### config.mk
export PLATFORM = sky130hd
export DESIGN_NAME = chunk_writer
export DESIGN_NICKNAME = d
export VERILOG_FILES = /design/src/rtl/cube_pkg.sv /design/src/rtl/idle_timer.sv /design/src/rtl/chunk_writer.sv
export SDC_FILE = /design/constraint.sdc
export NUM_CORES = 1
export LEC_CHECK = 0
export BUFFER_PORTS_ARGS = -buffer_cell sky130_fd_sc_hd__clkbuf_2
export CAP_MARGIN = 20
export CORE_AREA = 2 2 85 87
export DETAILED_ROUTE_END_ITERATION = 7
export DIE_AREA = 0 0 87 89
export PLACE_DENSITY = 0.72
export SYNTH_ARGS = -nofsm -noshare
export SYNTH_HDL_FRONTEND = slang
export SYNTH_SLANG_ARGS = --single-unit
### constraint.sdc
create_clock -name clk -period 1.51 [get_ports clk]
set_input_delay 0.302 -clock clk [delete_from_list [all_inputs] [get_ports clk]]
set_output_delay 0.302 -clock clk [all_outputs]
set_load 0.005 [all_outputs]
### src/rtl/cube_pkg.sv
// cube_pkg: shared constants and state encoding for the chunk writer
package cube_pkg;
  localparam logic [7:0] SYNC_BYTE = 8'hA5;
  localparam int CHUNKS_PER_ROW = 16;
  localparam int BYTES_PER_CHUNK = 4;
  localparam int PACKET_BYTES = CHUNKS_PER_ROW * BYTES_PER_CHUNK;
  typedef enum logic [1:0] {HUNT, HEADER, PAYLOAD} state_t;
endpackage

### src/rtl/idle_timer.sv
// idle_timer: counts consecutive enabled, uncleared cycles; expired marks the TIMEOUT_CYCLES-th (clk, reset, clear, enable -> expired)
module idle_timer #(
  parameter int TIMEOUT_CYCLES = 1024
) (
  input  logic clk,
  input  logic reset,
  input  logic clear,
  input  logic enable,
  output logic expired
);
  localparam int W = $clog2(TIMEOUT_CYCLES + 1);
  logic [W-1:0] count;
  always_ff @(posedge clk)
    count <= (reset || clear || !enable) ? '0 : count + 1'b1;
  assign expired = enable && !clear && count == W'(TIMEOUT_CYCLES - 1);
endmodule

### src/rtl/chunk_writer.sv
// chunk_writer: parses SYNC/header/64-byte packets into 16 big-endian 32-bit chunk writes (byte stream in -> chunk/row strobes out)
module chunk_writer #(
  parameter logic [7:0] SYNC_BYTE = cube_pkg::SYNC_BYTE,
  parameter int TIMEOUT_CYCLES = 1024
) (
  input  logic        clk,
  input  logic        reset,
  input  logic [7:0]  in_data,
  input  logic        in_valid,
  output logic        in_ready,
  output logic [31:0] chunk_data,
  output logic [3:0]  chunk_data_addr,
  output logic        chunk_data_write_enable,
  output logic [3:0]  row_data_row_addr,
  output logic [1:0]  row_data_panel_addr,
  output logic        row_done,
  output logic        frame_error
);
  import cube_pkg::*;
  state_t state, next;
  logic [5:0] byte_count;
  logic [23:0] shift;
  logic accept, expired, hdr_ok, hdr_bad, pay_acc, last_byte;
  assign in_ready = !reset;
  assign accept = in_valid && in_ready;
  assign hdr_ok = state == HEADER && accept && in_data[7:6] == 2'b00;
  assign hdr_bad = state == HEADER && accept && in_data[7:6] != 2'b00;
  assign pay_acc = state == PAYLOAD && accept;
  assign last_byte = byte_count == 6'(PACKET_BYTES - 1);
  idle_timer #(.TIMEOUT_CYCLES(TIMEOUT_CYCLES)) u_idle (
    .clk(clk),
    .reset(reset),
    .clear(accept || state == HUNT),
    .enable(state != HUNT),
    .expired(expired)
  );
  always_ff @(posedge clk)
    state <= reset ? HUNT : next;
  always_comb begin
    next = state;
    unique case (state)
      HUNT:    next = (accept && in_data == SYNC_BYTE) ? HEADER : HUNT;
      HEADER:  next = expired ? HUNT : hdr_ok ? PAYLOAD : hdr_bad ? HUNT : HEADER;
      PAYLOAD: next = (expired || (pay_acc && last_byte)) ? HUNT : PAYLOAD;
      default: next = HUNT;
    endcase
  end
  always_ff @(posedge clk) begin
    if (reset) begin
      byte_count <= '0;
      shift <= '0;
      chunk_data <= '0;
      chunk_data_addr <= '0;
      chunk_data_write_enable <= 1'b0;
      row_data_row_addr <= '0;
      row_data_panel_addr <= '0;
      row_done <= 1'b0;
      frame_error <= 1'b0;
    end else begin
      chunk_data_write_enable <= 1'b0;
      row_done <= 1'b0;
      frame_error <= expired || hdr_bad;
      byte_count <= pay_acc ? byte_count + 1'b1 : state == PAYLOAD ? byte_count : '0;
      if (hdr_ok) {row_data_panel_addr, row_data_row_addr} <= in_data[5:0];
      if (pay_acc) begin
        shift <= {shift[15:0], in_data};
        if (byte_count[1:0] == 2'(BYTES_PER_CHUNK - 1)) begin
          chunk_data <= {shift, in_data};
          chunk_data_addr <= byte_count[5:2];
          chunk_data_write_enable <= 1'b1;
          row_done <= last_byte;
        end
      end
    end
  end
endmodule

==> flow_metrics.py <==
metrics = {
    "place": {
        "port_buffers": 56,
        "dp.final_hpwl_mm": 5.04,
        "place_congestion": 0.795,
    },
    "timing": {
        "whs_ns": 0.224,
        "period_share_pct": 99.5,
        "slew_headroom_pct": 81.6,
        "fin_skew_ns": 0.00714,
        "final_hold_viol_count": 0,
        "fmax_mhz": 665,
        "rsz0062_at_grt": "true",
        "finalSetupViolCount": 0,
        "fin_crit_ns": 1.50,
        "finalMaxSlewViolations": 0,
        "tightest_slew_ns": 0.272,
    },
    "floorplan": {
        "row_count": 30,
        "initial_utilization_pct": 48.0,
        "die-height_um": 89,
        "die_area_um2": 7740,
        "core_region_area_um2": 6720,
        "boundaryPins": 57,
        "die_w_um": 87,
    },
    "critical_path": {
        "cp_slowest_stage_delay_ns": 0.43,
        "cp-startpoint": "u_idle.count[1]$_SDFF_PP0_",
        "ff2ff_setup_slack_ns": 0.007,
        "rr_worst_depth": 5,
        "critPathKind": "register to register",
        "cp-end-kind": "register",
        "r2r_start": "u_idle.count[1]$_SDFF_PP0_",
        "timing.rr.end": "state[0]$_SDFF_PP0_",
        "critPathSlowestCell": "or4_4",
        "arrival_ns": 1.74,
        "worst_ep_required_time_ns": 1.75,
        "start_kind": "register",
        "critPathCapture": "state[0]$_SDFF_PP0_",
        "path_max_fanout": 3,
        "crit_chain": "ha_4 -> and3_4 -> nand3_2 -> or4_4 -> a31o_2",
    },
    "grt": {
        "track_usage_pct": 19.0,
        "grt_max_degree": 50,
        "grt_pass1_wl_mm": 11.4,
        "grt.overflow.total": 0,
        "grt_pass1_vias": 2438,
        "antenna_found_initial": 0,
    },
    "drt": {
        "wire_per_inst_um": 12.9,
        "first_iter_violations": 102,
        "drc": 0,
        "vias": 2725,
        "antenna_left": 0,
        "vias_per_cell": 5.03,
        "wl_mm": 6.97,
        "firstDrtPassIters": 4,
    },
    "status": {
        "status": "finished, final reports clean",
    },
    "cells_and_area": {
        "final_cell_mix": "nand2_1, dfxtp_1, clkbuf_2, a21oi_1",
        "diodes": 0,
        "final_core_util_pct": 58.6,
        "seqCellArea_um2": 1770,
        "fillers": 618,
        "area_growth_pct": 22.2,
        "fin_nets": 470,
        "final_common_cell": "nand2_1",
        "layout-drive-gt1-share_pct": 23.6,
        "multi_input_area_um2": 1360,
    },
    "cts": {
        "cts_sinks": 88,
        "clkTransAtPathRegs_ns": 0.09,
        "h-tree-depth": 3,
        "clock_latency_ns": 0.34,
        "cts_tree": "built",
        "clockBufferDepth": 2,
        "numCtsBuffers": 9,
        "cts_root_buf": "clkbuf_8",
    },
    "yosys": {
        "syn_area_um2": 3220,
        "postSynthAreaPerCell_um2": 8.35,
        "synth_cells": 386,
        "synth_cell_type_count": 34,
        "ys_seq_elements": 88,
        "synth_nets": 399,
        "ys_seq_area_share_pct": 54.7,
        "ys_warn_count": 0,
    },
    "power_and_ir_drop": {
        "cellPowerDensity_nw_per_um2": 1010,
        "power.static_leakage_uw": 0.00154,
        "ir_drop_mv": 0.519,
    },
    "hold_path": {
        "hold_class": "input pin to register",
    },
    "run": {
        "maxCapViolations": 0,
    },
}
==> state kept, by name, summed over array words and instances (netlist names) <==
| name | cells |
|---|---|
| row_data_row_addr | 4 |
| u_idle.count | 11 |
| chunk_data_write_enable | 1 |
| byte_count | 6 |
| state | 2 |
| row_done | 1 |
| frame_error | 1 |
| chunk_data_addr | 4 |
| shift | 24 |
| chunk_data | 32 |
| row_data_panel_addr | 2 |
==> critical path: cells and delay by family, from the launching register on <==
kind | cells | cell delay, ns
DFF | 1 | 0.36
and+or+nand+nor | 3 | 0.69
adders and majority gates | 1 | 0.13
AOI/OAI and AO/OA | 1 | 0.21
==> cell type report <==
cell class | instances | area share [%]
Inverter | 4 | 0.413
Sequential cell | 88 | 44.9
Clock inverter | 4 | 0.922
Tap cell | 80 | 2.54
Clock buffer | 12 | 3.94
Multi-Input combinational cell | 273 | 34.5
Timing Repair Buffer | 81 | 12.8
==> cells by family after synthesis <==
kind of cell / count (synthesis) / share of synthesized area (%)
xor+xnor: 13 / 3.53
compound gates: 69 / 11.0
buf+inv: 25 / 4.04
mux: 6 / 1.86
flops: 88 / 54.7
fa+ha+maj: 2 / 0.777
simple gates: 183 / 24.1
==> how the worst min path moves through the flow <==
| stage | startpoint | end | slack (ns) | cells past startpoint |
|---|---|---|---|---|
| 2_1_floorplan | in_data[0] | shift[0]$_SDFFE_PP0P_ | 0.41 | 2 |
| 3_3_place_gp | chunk_data[1]$_SDFFE_PP0P_ | chunk_data[1]$_SDFFE_PP0P_ | 0.44 | 2 |
| 3_5_place_dp | shift[22]$_SDFFE_PP0P_ | chunk_data[30]$_SDFFE_PP0P_ | 0.45 | 2 |
| 4_1_cts | in_data[1] | shift[1]$_SDFFE_PP0P_ | 0.21 | 3 |
| 5_1_grt | in_data[1] | shift[1]$_SDFFE_PP0P_ | 0.23 | 3 |
| 6_report | in_data[2] | shift[2]$_SDFFE_PP0P_ | 0.22 | 3 |
==> synthesized netlist by cell type (all sizes together) <==
library cell | count | share of area [%]
clkinv | 1 | 0.16
and3 | 6 | 1.2
nand2 | 131 | 15
or3 | 1 | 0.19
o31ai | 1 | 0.23
or4b | 1 | 0.31
mux2i | 6 | 1.9
a31o | 1 | 0.27
dfxtp | 88 | 55
xnor2 | 5 | 1.4
clkbuf | 11 | 1.3
buf | 10 | 2.3
nor4 | 1 | 0.19
inv | 3 | 0.35
o211ai | 1 | 0.23
xor2 | 8 | 2.2
nand4bb | 1 | 0.35
a21oi | 40 | 6.2
nor4bb | 1 | 0.31
nor2b | 2 | 0.47
o21ai | 26 | 4.0
and4bb | 1 | 0.50
or4 | 1 | 0.35
nor3 | 1 | 0.16
ha | 2 | 0.78
nor2 | 26 | 3.0
nand2b | 1 | 0.19
nand3 | 6 | 0.93
nand4 | 3 | 0.58
==> stage by stage <==
stage / std cells / TNS [ns] / total power [uW] / setup slack (ns) / area [um^2]
2_1_floorplan: 386 / 0 / 2420 / 0.0171 / 3250
3_3_place_gp: 524 / -0.0598 / 2470 / -0.0138 / 3720
3_5_place_dp: 524 / -0.208 / 2470 / -0.0460 / 3720
4_1_cts: 541 / -0.00208 / 4000 / -0.00208 / 3920
5_1_grt: 542 / -0.0320 / 4100 / -0.0320 / 3940
6_report: 542 / 0 / 3960 / 0.00714 / 3940
==> layer usage <==
metal	track usage (%)	part of all wire [%]
met1	23.2	45
met2	32.1	50
met3	3.97	3.3
met4	9.38	1.8
met5	0	0
==> power breakdown <==
group,leakage (uW),internal [uW],total [uW],switching [uW]
clock network,0.0000951,710,1540,834
logic,0.000739,32.8,95.1,62.3
registers,0.000710,2320,2320,0.0410
total,0.00154,3060,3960,896
==> repair_timing <==
item | in CTS | in global routing
gates resized for setup | 0 | 3
endpoints found under the setup margin | 1 | 7
setup buffers | 1 | 1
hold buffers | 0 | 0
pin swaps | 0 | 0
(Power assumes the default switching activity.)
